File: config.mk
export PLATFORM = sky130hd
export DESIGN_NAME = bin2bcd_seq
export DESIGN_NICKNAME = d
export VERILOG_FILES = /design/src/rtl/bin2bcd_pkg.sv /design/src/rtl/bin2bcd_seq_add3.sv /design/src/rtl/bin2bcd_seq.sv
export SDC_FILE = /design/constraint.sdc
export NUM_CORES = 1
export LEC_CHECK = 0
export CAP_MARGIN = 20
export CORE_MARGIN = 2
export CORE_UTILIZATION = 53
export DETAILED_ROUTE_END_ITERATION = 7
export GPL_ROUTABILITY_DRIVEN = 0
export HOLD_SLACK_MARGIN = 0.12
export PLACE_DENSITY = 0.76
export RECOVER_POWER = 50
export SYNTH_ARGS = -nofsm -noshare
export SYNTH_HDL_FRONTEND = slang
export SYNTH_SLANG_ARGS = --single-unit
File: constraint.sdc
create_clock -name clk -period 2.3 [get_ports clk]
set_input_delay 0.23 -clock clk [delete_from_list [all_inputs] [get_ports clk]]
set_output_delay 0.23 -clock clk [all_outputs]
set_load 0.01 [all_outputs]
File: src/rtl/bin2bcd_pkg.sv
// Shared types and constants for the sequential binary-to-BCD converter.
// Contents: FSM state encoding, BCD accumulator layout, nibble width,
// saturation value and default widths.
package bin2bcd_pkg;

  localparam int unsigned IN_W_DEF     = 8;
  localparam int unsigned CNT_W_DEF    = 4;
  localparam int unsigned BCD_NIBBLE_W = 4;
  localparam int unsigned ACC_W        = 3 * BCD_NIBBLE_W;
  localparam logic [7:0]  SAT_VALUE    = 8'h99;

  typedef enum logic [1:0] {
    IDLE    = 2'd0,
    SHIFT   = 2'd1,
    DONE_ST = 2'd2
  } state_t;

  // Hundreds, tens and ones digits as they sit in the shift accumulator.
  typedef struct packed {
    logic [BCD_NIBBLE_W-1:0] hund;
    logic [BCD_NIBBLE_W-1:0] tens;
    logic [BCD_NIBBLE_W-1:0] ones;
  } bcd_acc_t;

endpackage

File: src/rtl/bin2bcd_seq_add3.sv
// Double-dabble nibble correction: adds 3 when the digit is 5 or more so
// that the following left shift carries correctly into the next digit.
// Ports: nibble (4-bit digit in), adjusted (4-bit corrected digit out).
module bcd_add3_nibble
  import bin2bcd_pkg::*;
(
  input  logic [BCD_NIBBLE_W-1:0] nibble,
  output logic [BCD_NIBBLE_W-1:0] adjusted
);

  // Only digits 5..9 ever reach here, so the 4-bit add never wraps.
  assign adjusted = (nibble >= BCD_NIBBLE_W'(5)) ? nibble + BCD_NIBBLE_W'(3) : nibble;

endmodule

File: src/rtl/bin2bcd_seq.sv
// Sequential shift-add-3 converter: 8-bit binary to packed BCD for the
// 7-segment display driver, one bit per clock.
// Ports: clk, rst_n (async active-low), start, bin_in[7:0] (captured on the
// accepting edge), busy, done (1-cycle pulse), bcd_out[7:0] (tens/ones),
// hundreds[1:0], overflow (value > 99).
// Build option: define BIN2BCD_SATURATE_EN to show 8'h99 on bcd_out for
// any value above 99.
module bin2bcd_seq
  import bin2bcd_pkg::*;
#(
  parameter int unsigned IN_W  = IN_W_DEF,
  parameter int unsigned CNT_W = CNT_W_DEF
) (
  input  logic            clk,
  input  logic            rst_n,
  input  logic            start,
  input  logic [IN_W-1:0] bin_in,
  output logic            busy,
  output logic            done,
  output logic [7:0]      bcd_out,
  output logic [1:0]      hundreds,
  output logic            overflow
);

  state_t            state, state_nx;
  logic              busy_nx, done_nx;
  logic              load, step, publish;
  bcd_acc_t          acc;
  logic [IN_W-1:0]   bin_sr;
  logic [CNT_W-1:0]  cnt;

  logic [BCD_NIBBLE_W-1:0] adj_hund, adj_tens, adj_ones;
  logic [ACC_W+IN_W-1:0]   dd_shift;

  // Per-digit add-3 correction ahead of the shift.
  bcd_add3_nibble u_add3_hund (.nibble(acc.hund), .adjusted(adj_hund));
  bcd_add3_nibble u_add3_tens (.nibble(acc.tens), .adjusted(adj_tens));
  bcd_add3_nibble u_add3_ones (.nibble(acc.ones), .adjusted(adj_ones));

  assign dd_shift = {adj_hund, adj_tens, adj_ones, bin_sr} << 1;

  // State register.
  always_ff @(posedge clk or negedge rst_n) begin
    if (!rst_n) begin
      state <= IDLE;
    end else begin
      state <= state_nx;
    end
  end

  // Next-state and control decode.
  always_comb begin
    state_nx = state;
    busy_nx  = 1'b0;
    done_nx  = 1'b0;
    load     = 1'b0;
    step     = 1'b0;
    publish  = 1'b0;
    unique case (state)
      IDLE: begin
        if (start) begin
          load     = 1'b1;
          busy_nx  = 1'b1;
          state_nx = SHIFT;
        end
      end
      SHIFT: begin
        step    = 1'b1;
        busy_nx = 1'b1;
        if (cnt == CNT_W'(IN_W - 1)) begin
          busy_nx  = 1'b0;
          state_nx = DONE_ST;
        end
      end
      DONE_ST: begin
        publish  = 1'b1;
        done_nx  = 1'b1;
        state_nx = IDLE;
        // Back-to-back request skips the idle cycle.
        if (start) begin
          load     = 1'b1;
          busy_nx  = 1'b1;
          state_nx = SHIFT;
        end
      end
      default: state_nx = IDLE;
    endcase
  end

  // Shift datapath and iteration counter.
  always_ff @(posedge clk or negedge rst_n) begin
    if (!rst_n) begin
      acc    <= '0;
      bin_sr <= '0;
      cnt    <= '0;
    end else if (load) begin
      acc    <= '0;
      bin_sr <= bin_in;
      cnt    <= '0;
    end else if (step) begin
      acc    <= dd_shift[ACC_W+IN_W-1:IN_W];
      bin_sr <= dd_shift[IN_W-1:0];
      cnt    <= cnt + CNT_W'(1);
    end
  end

  // Registered outputs; result fields only change on the publish cycle.
  always_ff @(posedge clk or negedge rst_n) begin
    if (!rst_n) begin
      busy     <= 1'b0;
      done     <= 1'b0;
      bcd_out  <= 8'h00;
      hundreds <= 2'd0;
      overflow <= 1'b0;
    end else begin
      busy <= busy_nx;
      done <= done_nx;
      if (publish) begin
        hundreds <= acc.hund[1:0];
        overflow <= (acc.hund != '0);
`ifdef BIN2BCD_SATURATE_EN
        bcd_out  <= (acc.hund != '0) ? SAT_VALUE : {acc.tens, acc.ones};
`else
        bcd_out  <= {acc.tens, acc.ones};
`endif
      end
    end
  end

endmodule

Yosys cells after proc, flatten, opt, wreduce, memory -nomap -nowiden
Cells that the tools add are included.
- flip-flop bits (word level): 39
- word-level logic and storage cells: 47
- add/sub/neg operators: 4
- order comparisons: 3
- equal/unequal tests: 5
- mux-type cells: 19
- reduce and logical (&&, ||, !) cells: 5
- operators by type and width (operator ; count):
    two-way mux 12 bit ; 2
    two-way mux 4 bit ; 4
    two-way mux 8 bit ; 2
    greater-or-equal comparator 4 x 3 -> 1 bit (second input constant) ; 3
    adder 4 x 2 -> 4 bit (second input constant) ; 2
    two-way mux 1 bit ; 6
    one-hot mux 2 bit (3 select lines) ; 1
    adder 4 x 1 -> 4 bit (second input constant) ; 1
    equality test 4 x 3 -> 1 bit (second input constant) ; 1
    two-way mux 2 bit ; 2
    inequality test 2 bit (second input constant) ; 2
    nonzero test 4 bit ; 1
    adder 3 x 2 -> 3 bit (second input constant) ; 1
    two-way mux 3 bit ; 1
    equality test 2 x 1 -> 1 bit (second input constant) ; 1
    equality test 2 bit (second input constant) ; 1
    logical NOT 2 bit ; 1
    one-hot mux 1 bit (2 select lines) ; 1
    AND reduction 2 bit ; 1
    nonzero test 2 bit ; 1
    OR reduction 2 bit ; 1

Longest topological paths before layout
Gate-level depths: netlist of the first run.
- depth after elaboration: 4
- gate-level depth with buffers: 6

By module
Synthesis of the first run repeated with hierarchy kept, for this count alone.
- cell total of the unflattened synthesis: 163
- area, all modules: 1860.5 um^2
- modules (own cells, without submodules) (module ; instances ; cells an instance ; area an instance (um^2) ; sequential area each (um^2)):
    bin2bcd_seq ; 1 ; 115 ; 1556.5 ; 975.9
    bcd_add3_nibble ; 3 ; 16 ; 101.3 ; 0.0

Worst setup path after synthesis of the first run
OpenSTA, ideal clock, no wires.
- kind: reg2reg
- start: register acc[4] in the netlist's numbering
- end: register acc[6] in the netlist's numbering
- setup time: 0.094 ns
- arrival time: 1.506 ns
- setup slack: 0.700 ns
- cell stages (with the launch flop): 7
- buffers on the path: 0
- clock period less this slack: 1.600 ns
- path through: dfrtp_1 -> inv_1 -> ha_1 -> nor2b_1 -> o21ba_1 -> mux2_4 -> a221oi_2
- word-level cells in the longest chain between the ends: 4
- ends and longest elaborated chain (what ; RTL line ; RTL):
    start: declaration ; bin2bcd_seq.sv:28 ; bcd_acc_t acc;
    start signal: assignment ; bin2bcd_seq.sv:101 ; acc <= dd_shift[ACC_W+IN_W-1:IN_W];
    adder 4 x 2 -> 4 bit / greater-or-equal comparator 4 x 3 -> 1 bit (equally long branches) ; bin2bcd_seq_add3.sv:12 ; assign adjusted = (nibble >= BCD_NIBBLE_W'(5)) ? nibble + BCD_NIBBLE_W'(3) : nibble;
    two-way mux 4 bit * ; bin2bcd_seq_add3.sv:12 ;
    two-way mux 12 bit * ; bin2bcd_seq.sv:100 ; end else if (step) begin
    two-way mux 12 bit * ; bin2bcd_seq.sv:96 ; end else if (load) begin
Every way passes the cells marked *; elsewhere a longest branch is shown, timed or not. The select of a mux whose other input is x is not followed.
A chain may end at the register's enable or synchronous reset.

Final worst setup path of the first run
- start: register state[0]
- end: register cnt[3]
- word-level cells in the longest chain between the ends: 4
- ends and longest elaborated chain (what ; RTL line ; RTL):
    start: declaration ; bin2bcd_seq.sv:25 ; state_t state, state_nx;
    start signal: assignment ; bin2bcd_seq.sv:47 ; state <= state_nx;
    equality test 2 bit / logical NOT 2 bit (equally long branches) ; bin2bcd_seq.sv:59 ; unique case (state)
    OR reduction 2 bit (no source line) ; -- ;
    two-way mux 1 bit ; -- ;
    two-way mux 4 bit / nonzero test 2 bit (equally long branches) ; -- ;
    end signal: assignment ; bin2bcd_seq.sv:103 ; cnt <= cnt + CNT_W'(1);
    end: declaration ; bin2bcd_seq.sv:30 ; logic [CNT_W-1:0] cnt;
Parallel ways exist; a longest one is shown, timed or not.

==> impl_metrics.toml, run 1 <==
[global_routing]
grt_max_degree = 40
grt_pass1_wl_mm = 5.31
globalRouteTotalUtil = 0.196
antenna_found_initial = 0
number_of_global_route_vias_before_repair = 1220
grt.overflow.total = 0

[place]
placed_instance_area_um2 = 2010
numPlacedInstances = 226
post-place-ws_ps = 578
dp_hpwl_mm = 2.21
buffer_ports.inserted = 23

[yosys]
synthMuxAreaShare = 0.0280
synthDominantCellAreaShare = 0.559
netlist-cell-type-count = 30
synth-warning-count = 0
synth_commonest_cells = "sky130_fd_sc_hd__dfrtp_1, sky130_fd_sc_hd__nand2_1, sky130_fd_sc_hd__o21ai_0, sky130_fd_sc_hd__ha_1, sky130_fd_sc_hd__inv_1"
yosysSeqAreaShare = 0.559
netlist_top_cells_area = "sky130_fd_sc_hd__dfrtp_1, sky130_fd_sc_hd__nand2_1, sky130_fd_sc_hd__ha_1, sky130_fd_sc_hd__o21ai_0, sky130_fd_sc_hd__a22oi_1"
yosys.area_share.xor_xnor = 0.0201
post_synth_and_or_nand_nor_area_fraction = 0.123
yosys.area.top_type = "sky130_fd_sc_hd__dfrtp_1"
synth_adder_area_share = 0.0573
ys_seq_elements = 39
synth_compound_area_frac = 0.174
post_synth_instance_area_um2 = 1750
post_synth_inst_count = 164
synth.avg_cell_area_um2 = 10.6
synth-edff-count = 0
synthArstFlopShare = 1.00
synth_top_family_by_area = "compound AO/OA/AOI/OAI gates"
synth_ff_type = "sky130_fd_sc_hd__dfrtp_1"
postSynthNetCount = 183
synth.most_common_cell = "sky130_fd_sc_hd__dfrtp_1"

[floorplan]
floorplan.die.width_um = 61.4
initial_core_util = 0.563
num_rows = 20
die_area_um2 = 3770
io-pin-count = 24
core_um2 = 3100
fp.dieH_um = 61.4

[power_and_ir_drop]
net-switching-power_mw = 1.07
cellPowerDensity_nw_per_um2 = 1340
power_switching_share = 0.388
totalPowerFinal_mw = 2.76
pint_mw = 1.69
comb_pwr_share = 0.455
sequential_power_share = 0.422
ir_drop_uv = 626
p_leak_nw = 0.954
clock_power_share = 0.122

[final_layout]
final_core_utilization = 0.665
fillerInstances = 278
antenna_cells_inserted = 0
layout.area.seq_um2 = 976
multi_input_combinational_cell_area_um2 = 699
post_route_cells_drive_above_1_share = 0.0785
syn2layout_area_growth_pct = 18.3
final-instance-count-excl-fill = 235
num-nets-final = 209
post-route-cell-area_um2 = 2060

[critical_path]
setup.worst_path.end_class = "flip-flop"
worst_r2r_path_depth = 5
cp.arrival_ps = 2020
worstPathRequired_ps = 2540
critical_path.startpoint = "state[0]$_DFFE_PN0P_"
timing.reg2reg.setup_slack_ps = 520
setup.worst_path.end = "cnt[3]$_DFFE_PN0P_"
crit_path_cell_trace = "nor2b_1, clkbuf_1, nand4_1, xor2_1, nor2_1"
r2r-end = "cnt[3]$_DFFE_PN0P_"
cpPeakStageDelay_ps = 640
critPathMaxFanout = 18
path_class = "reg2reg"
slowest_stage = "sky130_fd_sc_hd__clkbuf_1"
timing.critical_path.from_type = "flip-flop"
crit-reg2reg-launch = "state[0]$_DFFE_PN0P_"

[timing]
tightest_slew_ps = 949
finalSetupTns_ps = 0
fin_crit_sh = 0.774
worst_slack_ps = 520
report.final.hold_viol_count = 0
final.setup_skew_ps = 14.4
slew-limit-headroom = 0.367
report.final.slew_viol_count = 0
final_setup_violation_count = 0
hold-worst-slack_ps = 477
finalCriticalPeriod_ps = 1780
fmax_mhz = 562
setup_repair_after_global_routing_missed_its_margin = "false"

[clocking]
clock_insertion_delay_worst_skew_ps = 350
clk_transition_reported_paths_ps = 100
clock_tree_root_buffer_cell = "sky130_fd_sc_hd__clkbuf_4"
cts_resized = 0
clockBufferDepth = 2
cts.sink_count = 39
cts-htree-levels = 2
cts_tree = "built"
cts-buffers-inserted = 5

[worst_hold_path]
worst_hold_path_type = "reg2reg"

[drt]
drt.antenna.violating_nets = 0
routed_via_density = 5.45
totalWireLength_mm = 3.16
detailedRoute.firstPassIterationCount = 4
wire_length_per_cell_um = 13.4
vias = 1281
drt_iter0_markers = 68
route.detailed.drc = 0

[outcome]
status = "completed"

[flow_run]
drv_cap = 0
==> final cells by class <==
cell class	count	share of cell area
flip-flops and latches	39	0.473
multi-input cells	109	0.339
repair buffers	26	0.119
well taps	44	0.0267
clock buffers	6	0.0200
inverters	9	0.0164
clock inverters	2	0.00606
==> per-layer routing <==
layer	wire length (µm)	share of wire	vias up	GRT usage
li1	-	-	622	-
met1	1330	0.42	612	0.227
met2	1580	0.50	39	0.334
met3	175	0.055	8	0.0504
met4	72	0.023	0	0.100
met5	0	0	-	0
==> cells by family after synthesis <==
kind of cell	count (synthesis)
buf+inv	16
xor+xnor	4
mux	4
compound gates	45
fa+ha+maj	8
flops	39
simple gates	48
==> worst min path at each step <==
stage	startpoint	to	slack [ps]	depth (start not counted)
floorplan	rst_n	acc[0]$_DFFE_PN0P_	-70	0
global placement	rst_n	bcd_out[7]$_DFFE_PN0N_	370	1
detailed placement	rst_n	bcd_out[6]$_DFFE_PN0N_	390	1
CTS	cnt[3]$_DFFE_PN0P_	state[1]$_DFFE_PN0P_	480	1
global route	bin_in[1]	bin_sr[1]$_DFFE_PN0P_	490	3
finish	cnt[3]$_DFFE_PN0P_	state[1]$_DFFE_PN0P_	480	1
==> cells in the final DEF (no fill, tap or decap), types with 2 or more instances in the layout <==
master and count:
sky130_fd_sc_hd__clkdlybuf4s50_1 22, sky130_fd_sc_hd__dfrtp_1 39, sky130_fd_sc_hd__o31ai_1 3, sky130_fd_sc_hd__a32o_1 3, sky130_fd_sc_hd__nand2b_1 5, sky130_fd_sc_hd__clkbuf_1 2
sky130_fd_sc_hd__a21oi_1 6, sky130_fd_sc_hd__nand2_1 30, sky130_fd_sc_hd__o22ai_1 5, sky130_fd_sc_hd__o21ai_0 14, sky130_fd_sc_hd__mux2_2 3, sky130_fd_sc_hd__a22o_1 2
sky130_fd_sc_hd__nand3_1 2, sky130_fd_sc_hd__clkbuf_4 5, sky130_fd_sc_hd__ha_1 8, sky130_fd_sc_hd__xnor2_1 3, sky130_fd_sc_hd__inv_1 8, sky130_fd_sc_hd__nor3_1 2
sky130_fd_sc_hd__nor2b_1 3, sky130_fd_sc_hd__a22oi_1 7, sky130_fd_sc_hd__nor2_1 4, sky130_fd_sc_hd__o311ai_0 2
==> state kept, by name, summed over array words and instances (netlist names) <==
register,count
state,2
overflow,1
cnt,4
bcd_out,8
bin_sr,8
busy,1
hundreds,2
done,1
acc,12
==> power groups by stage <==
stage / Combinational [mW] / Clock, mW / Sequential [mW]
finish: 1.25 / 0.338 / 1.16
global route: 1.40 / 0.383 / 1.20
CTS: 1.28 / 0.349 / 1.16
detailed placement: 1.27 / 0 / 1.18
global placement: 1.21 / 0 / 1.16
floorplan: 0.848 / 0 / 1.18
==> worst max-delay path, delay by kind of cell, from the launching register on <==
| family | cells | cell delay (ps) |
|---|---|---|
| simple gates | 3 | 450 |
| buf+inv | 1 | 640 |
| flops | 1 | 420 |
| xor+xnor | 1 | 170 |
==> timing repair <==
action | 4_1_cts | 5_1_grt
setup buffers | 0 | 0
hold buffers | 1 | 0
hold endpoints to repair | 39 | 0
endpoints found under the setup margin | 0 | 0
(Power assumes the default switching activity.)
==> inputs of run 2 (changes only) <==
--- a/config.mk
+++ b/config.mk
@@ -7,11 +7,11 @@
 export LEC_CHECK = 0
 export CAP_MARGIN = 20
 export CORE_MARGIN = 2
-export CORE_UTILIZATION = 53
+export CORE_UTILIZATION = 48
 export DETAILED_ROUTE_END_ITERATION = 7
 export GPL_ROUTABILITY_DRIVEN = 0
 export HOLD_SLACK_MARGIN = 0.12
-export PLACE_DENSITY = 0.76
+export PLACE_DENSITY = 0.72
 export RECOVER_POWER = 50
 export SYNTH_ARGS = -nofsm -noshare
 export SYNTH_HDL_FRONTEND = slang
==> constraint.sdc (replaced) <==
create_clock -name clk -period 1.6 [get_ports clk]
set_input_delay 0.16 -clock clk [delete_from_list [all_inputs] [get_ports clk]]
set_output_delay 0.16 -clock clk [all_outputs]
set_load 0.01 [all_outputs]
==> impl_metrics.toml, run 2 (same netlist as run 1, synthesis figures left out) <==
[worst_hold_path]
worst_hold_startpoint = "bin_in[5]"
whs_path_depth = 3
hold_end = "bin_sr[5]$_DFFE_PN0P_"
worst_hold_path_type = "in2reg"

[timing]
setup_repair_after_global_routing_missed_its_margin = "true"
hold-worst-slack_ps = 432
tightest_slew_ps = 1200
final.setup_skew_ps = 7.66
report.final.slew_viol_count = 0
report.final.hold_viol_count = 0
worst_slack_ps = 28.8
finalSetupTns_ps = 0
final_setup_violation_count = 0
fmax_mhz = 636
finalCriticalPeriod_ps = 1570
slew-limit-headroom = 0.201
fin_crit_sh = 0.982

[critical_path]
worstPathBufferInverterCount = 1
timing.reg2reg.setup_slack_ps = 30
worstPathRequired_ps = 1860
timing.critical_path.from_type = "flip-flop"
setup.worst_path.end_class = "flip-flop"
r2r-end = "acc[6]$_DFFE_PN0P_"
crit-reg2reg-launch = "acc[4]$_DFFE_PN0P_"
worst_r2r_path_depth = 6
worst_path_dominant_cell_family = "flip-flops"
timing.critical_path.depth = 6
path_class = "reg2reg"
cp.arrival_ps = 1830
cpPeakStageDelay_ps = 430
slowest_stage = "sky130_fd_sc_hd__dfrtp_1"
crit_path_cell_trace = "inv_2, ha_4, nor2b_4, o21ba_4, mux2_4, a221oi_2"
critPathMaxFanout = 3

[global_routing]
number_of_global_route_vias_before_repair = 1391
grt.overflow.total = 0
grt_pass1_wl_mm = 6.13
antenna_found_initial = 0
globalRouteTotalUtil = 0.194
grt_max_degree = 21

[floorplan]
num_rows = 21
floorplan.die.width_um = 64.3
fp.dieH_um = 64.3
io-pin-count = 24
core_um2 = 3420
die_area_um2 = 4130
initial_core_util = 0.511

[power_and_ir_drop]
pint_mw = 2.66
p_leak_nw = 1.02
totalPowerFinal_mw = 4.31
comb_pwr_share = 0.496
sequential_power_share = 0.393
clock_power_share = 0.111
cellPowerDensity_nw_per_um2 = 1950
net-switching-power_mw = 1.65
ir_drop_uv = 899
power_switching_share = 0.383

[final_layout]
post-route-cell-area_um2 = 2210
multi_input_combinational_cell_area_um2 = 738
post_route_cells_drive_above_1_share = 0.167
final_cell_mix = "sky130_fd_sc_hd__dfrtp_1, sky130_fd_sc_hd__nand2_1, sky130_fd_sc_hd__clkdlybuf4s50_1, sky130_fd_sc_hd__o21ai_0, sky130_fd_sc_hd__buf_4"
final_common_cell = "sky130_fd_sc_hd__dfrtp_1"
max_ffs_per_register = 12
antenna_cells_inserted = 0
syn2layout_area_growth_pct = 26.5
fillerInstances = 283
largestRegisters = "acc: 12 flops, bcd_out: 8 flops, bin_sr: 8 flops"
largest_register = "acc"
num-nets-final = 222
layout.area.seq_um2 = 976

[clocking]
cts.sink_count = 39
cts_tree = "built"
clock_tree_root_buffer_cell = "sky130_fd_sc_hd__clkbuf_4"
clockBufferDepth = 2
cts-htree-levels = 2
clk_transition_reported_paths_ps = 110
clock_insertion_delay_worst_skew_ps = 340
cts-buffers-inserted = 5

[drt]
detailedRoute.firstPassIterationCount = 4
vias = 1333
wire_length_per_cell_um = 14.1
route.detailed.drc = 0
totalWireLength_mm = 3.53
drt_iter0_markers = 56
routed_via_density = 5.33
drt.antenna.violating_nets = 0

[place]
dp_hpwl_mm = 2.57
buffer_ports.inserted = 23
post-place-ws_ps = -73.5
placed_instance_area_um2 = 2100

[outcome]
status = "completed"

[flow_run]
drv_cap = 0
==> run 2: cell count changes in the layout (fill, tap and decap cells not counted), moves of 2 or more <==
cell                       previous run  this run
sky130_fd_sc_hd__clkbuf_1             2         5
sky130_fd_sc_hd__inv_1                8         6
sky130_fd_sc_hd__a21oi_1              6         4
sky130_fd_sc_hd__a21oi_2              0         2
sky130_fd_sc_hd__inv_2                1         3
sky130_fd_sc_hd__ha_1                 8         6
sky130_fd_sc_hd__buf_4                1        12
==> run 2: tightest hold or removal path: cells and delay by family <==
kind	cells	cell delay [ps]
and+or+nand+nor	1	60
AOI/OAI and AO/OA	1	70
buffers and inverters	1	450
==> run 2: cell type report <==
class / instances / share of cell area
inverters: 9 / 0.0153
well taps: 46 / 0.0261
clock buffers: 7 / 0.0204
repair buffers: 39 / 0.159
multi-input cells: 109 / 0.334
flip-flops and latches: 39 / 0.442
clock inverters: 1 / 0.00227
==> run 2: worst max-delay path by stage <==
stage                             startpoint  slack (ps)                  to
after floorplan           acc[4]$_DFFE_PN0P_         0.1  acc[6]$_DFFE_PN0P_
after global placement    acc[5]$_DFFE_PN0P_          30  acc[6]$_DFFE_PN0P_
after detailed placement  acc[5]$_DFFE_PN0P_         -70  acc[6]$_DFFE_PN0P_
after CTS                 acc[4]$_DFFE_PN0P_          10  acc[6]$_DFFE_PN0P_
after global routing      acc[4]$_DFFE_PN0P_         -20  acc[6]$_DFFE_PN0P_
final                     acc[4]$_DFFE_PN0P_          30  acc[6]$_DFFE_PN0P_
==> run 2: timing repair <==
action,4_1_cts,5_1_grt
pin swaps,0,0
hold buffers,1,0
setup endpoints to repair,1,5
hold endpoints to repair,19,0
buffers inserted,0,2
gates resized for setup,7,4
==> run 2: per-stage QoR <==
| step | cells | util |
|---|---|---|
| after detailed placement | 239 | 0.616 |
| after global placement | 239 | 0.616 |
| after global routing | 250 | 0.646 |
| final | 250 | 0.646 |
| after CTS | 248 | 0.638 |
| after floorplan | 164 | - |
==> run 2: metal layers <==
layer | share of wire | vias up | track usage | wire length [µm]
met1 | 0.44 | 641 | 0.228 | 1570
met4 | 0.012 | 0 | 0.0745 | 44
met2 | 0.50 | 39 | 0.342 | 1770
met3 | 0.042 | 5 | 0.0440 | 147
li1 | - | 648 | - | -
met5 | 0 | - | 0 | 0
==> run 2: power groups by stage <==
stage	clock network, mW	registers, mW	logic [mW]
6_report	0.479	1.70	2.14
5_1_grt	0.547	1.76	2.38
4_1_cts	0.491	1.69	2.07
3_5_place_dp	0	1.70	2.00
3_3_place_gp	0	1.67	1.89
2_1_floorplan	0	1.70	1.22
==> inputs of run 3 (changes only) <==
--- a/config.mk
+++ b/config.mk
@@ -7,11 +7,11 @@
 export LEC_CHECK = 0
 export CAP_MARGIN = 20
 export CORE_MARGIN = 2
-export CORE_UTILIZATION = 48
+export CORE_UTILIZATION = 57
 export DETAILED_ROUTE_END_ITERATION = 7
 export GPL_ROUTABILITY_DRIVEN = 0
 export HOLD_SLACK_MARGIN = 0.12
-export PLACE_DENSITY = 0.72
+export PLACE_DENSITY = 0.81
 export RECOVER_POWER = 50
 export SYNTH_ARGS = -nofsm -noshare
 export SYNTH_HDL_FRONTEND = slang
==> constraint.sdc (replaced) <==
create_clock -name clk -period 1.9 [get_ports clk]
set_input_delay 0.19 -clock clk [delete_from_list [all_inputs] [get_ports clk]]
set_output_delay 0.19 -clock clk [all_outputs]
set_load 0.01 [all_outputs]
==> impl_metrics.toml, run 3 (same netlist as run 1, synthesis figures left out) <==
[outcome]
status = "completed"

[final_layout]
largest_register = "acc"
final_common_cell = "sky130_fd_sc_hd__dfrtp_1"
final-instance-count-excl-fill = 225
final_cell_mix = "sky130_fd_sc_hd__dfrtp_1, sky130_fd_sc_hd__nand2_1, sky130_fd_sc_hd__clkdlybuf4s50_1, sky130_fd_sc_hd__o21ai_0"
post_route_cells_drive_above_1_share = 0.0885
max_ffs_per_register = 12
largestRegisters = "acc: 12 flops, bcd_out: 8 flops, bin_sr: 8 flops"
num-nets-final = 212
post-route-cell-area_um2 = 2080
antenna_cells_inserted = 0
syn2layout_area_growth_pct = 18.9
final_core_utilization = 0.697

[timing]
setup_repair_after_global_routing_missed_its_margin = "false"
final_setup_violation_count = 0
tightest_slew_ps = 946
finalSetupTns_ps = 0
final.setup_skew_ps = 10.6
report.final.hold_viol_count = 0
fin_crit_sh = 0.923
fmax_mhz = 570
slew-limit-headroom = 0.370
worst_slack_ps = 147
finalCriticalPeriod_ps = 1750
report.final.slew_viol_count = 0

[clocking]
clk_transition_reported_paths_ps = 110
cts-buffers-inserted = 5
cts-htree-levels = 2
cts_tree = "built"
setup_bufs_post_cts = 0
cts_resized = 0
cts.sink_count = 39
clockBufferDepth = 2
clock_tree_root_buffer_cell = "sky130_fd_sc_hd__clkbuf_4"
clock_insertion_delay_worst_skew_ps = 340

[drt]
wire_length_per_cell_um = 14.7
totalWireLength_mm = 3.30
vias = 1340
routed_via_density = 5.96
drt.antenna.violating_nets = 0
route.detailed.drc = 0
drt_iter0_markers = 28
detailedRoute.firstPassIterationCount = 4

[power_and_ir_drop]
cellPowerDensity_nw_per_um2 = 1630
power_switching_share = 0.386
ir_drop_uv = 745
sequential_power_share = 0.419
comb_pwr_share = 0.469
clock_power_share = 0.112
p_leak_nw = 0.968
pint_mw = 2.08
net-switching-power_mw = 1.31

[critical_path]
worstPathBufferInverterCount = 1
timing.critical_path.from_type = "flip-flop"
path_class = "reg2reg"
crit_path_cell_trace = "inv_1, ha_1, nor2b_1, o21ba_1, mux2_4, a221oi_2"
setup.worst_path.end_class = "flip-flop"
critPathMaxFanout = 4
cp.arrival_ps = 2020
worstPathRequired_ps = 2160
slowest_stage = "sky130_fd_sc_hd__dfrtp_1"
cpPeakStageDelay_ps = 410
worst_path_dominant_cell_family = "compound AO/OA/AOI/OAI gates"

[floorplan]
core_um2 = 2980
initial_core_util = 0.586
fp.dieH_um = 59.3
num_rows = 20
die_area_um2 = 3520
floorplan.die.width_um = 59.3
io-pin-count = 24

[global_routing]
grt_max_degree = 40
grt.overflow.total = 0
number_of_global_route_vias_before_repair = 1328
antenna_found_initial = 0
grt_pass1_wl_mm = 5.71
globalRouteTotalUtil = 0.222

[place]
buffer_ports.inserted = 23
dp_hpwl_mm = 2.35
numPlacedInstances = 218
post-place-ws_ps = 173
placed_instance_area_um2 = 2030

[flow_run]
drv_cap = 0

[worst_hold_path]
worst_hold_path_type = "in2reg"
[run 3: worst paths after layout]
check                                     start                      to  slack, ps  cells past startpoint
setup / recovery             acc[4]$_DFFE_PN0P_      acc[6]$_DFFE_PN0P_        150                      6
hold / removal                        bin_in[1]   bin_sr[1]$_DFFE_PN0P_        460                      3
setup reg to reg             acc[4]$_DFFE_PN0P_      acc[6]$_DFFE_PN0P_        150                      6
hold reg to reg            overflow$_DFFE_PN0N_    overflow$_DFFE_PN0N_        490                      1
max in group asynchronous                 rst_n   bin_sr[3]$_DFFE_PN0P_        800                      2
min in group asynchronous                 rst_n  bcd_out[7]$_DFFE_PN0N_        510                      2
[run 3: per-stage QoR]
stage | power, mW | hold WS (ps)
finish | 3.39 | 461
detailed placement | 3.04 | 346
CTS | 3.42 | 442
floorplan | 2.46 | -106
global placement | 2.92 | 333
global route | 3.69 | 442
[run 3: final cells by class]
class	count	area [µm²]
clock buffers	6	41.3
fillers	226	902
inverters	9	33.8
multi-input cells	109	702
flip-flops and latches	39	976
well taps	33	41.3
repair buffers	29	282
[run 3: tightest hold or removal path: cells and delay by family]
| kind | cells | cell delay [ps] |
|---|---|---|
| AOI/OAI and AO/OA | 1 | 70 |
| buffers and inverters | 1 | 450 |
| and+or+nand+nor | 1 | 50 |
[run 3: metal layers]
metal	GRT usage	wire (µm)	up-vias
met5	0	0	-
met4	0.0974	84	0
met3	0.0764	144	9
met2	0.375	1700	30
met1	0.254	1370	673
li1	-	-	628
[run 3: power by group through the flow]
stage / sequential, mW / clock (mW) / combinational (mW)
floorplan: 1.43 / 0 / 1.03
global placement: 1.41 / 0 / 1.51
detailed placement: 1.44 / 0 / 1.60
CTS: 1.42 / 0.391 / 1.61
global route: 1.46 / 0.427 / 1.80
finish: 1.42 / 0.379 / 1.59
[run 3: what timing repair did]
item | in CTS | in global routing
hold endpoints to repair | 39 | 0
hold buffers | 1 | 0
setup endpoints to repair | 0 | 0
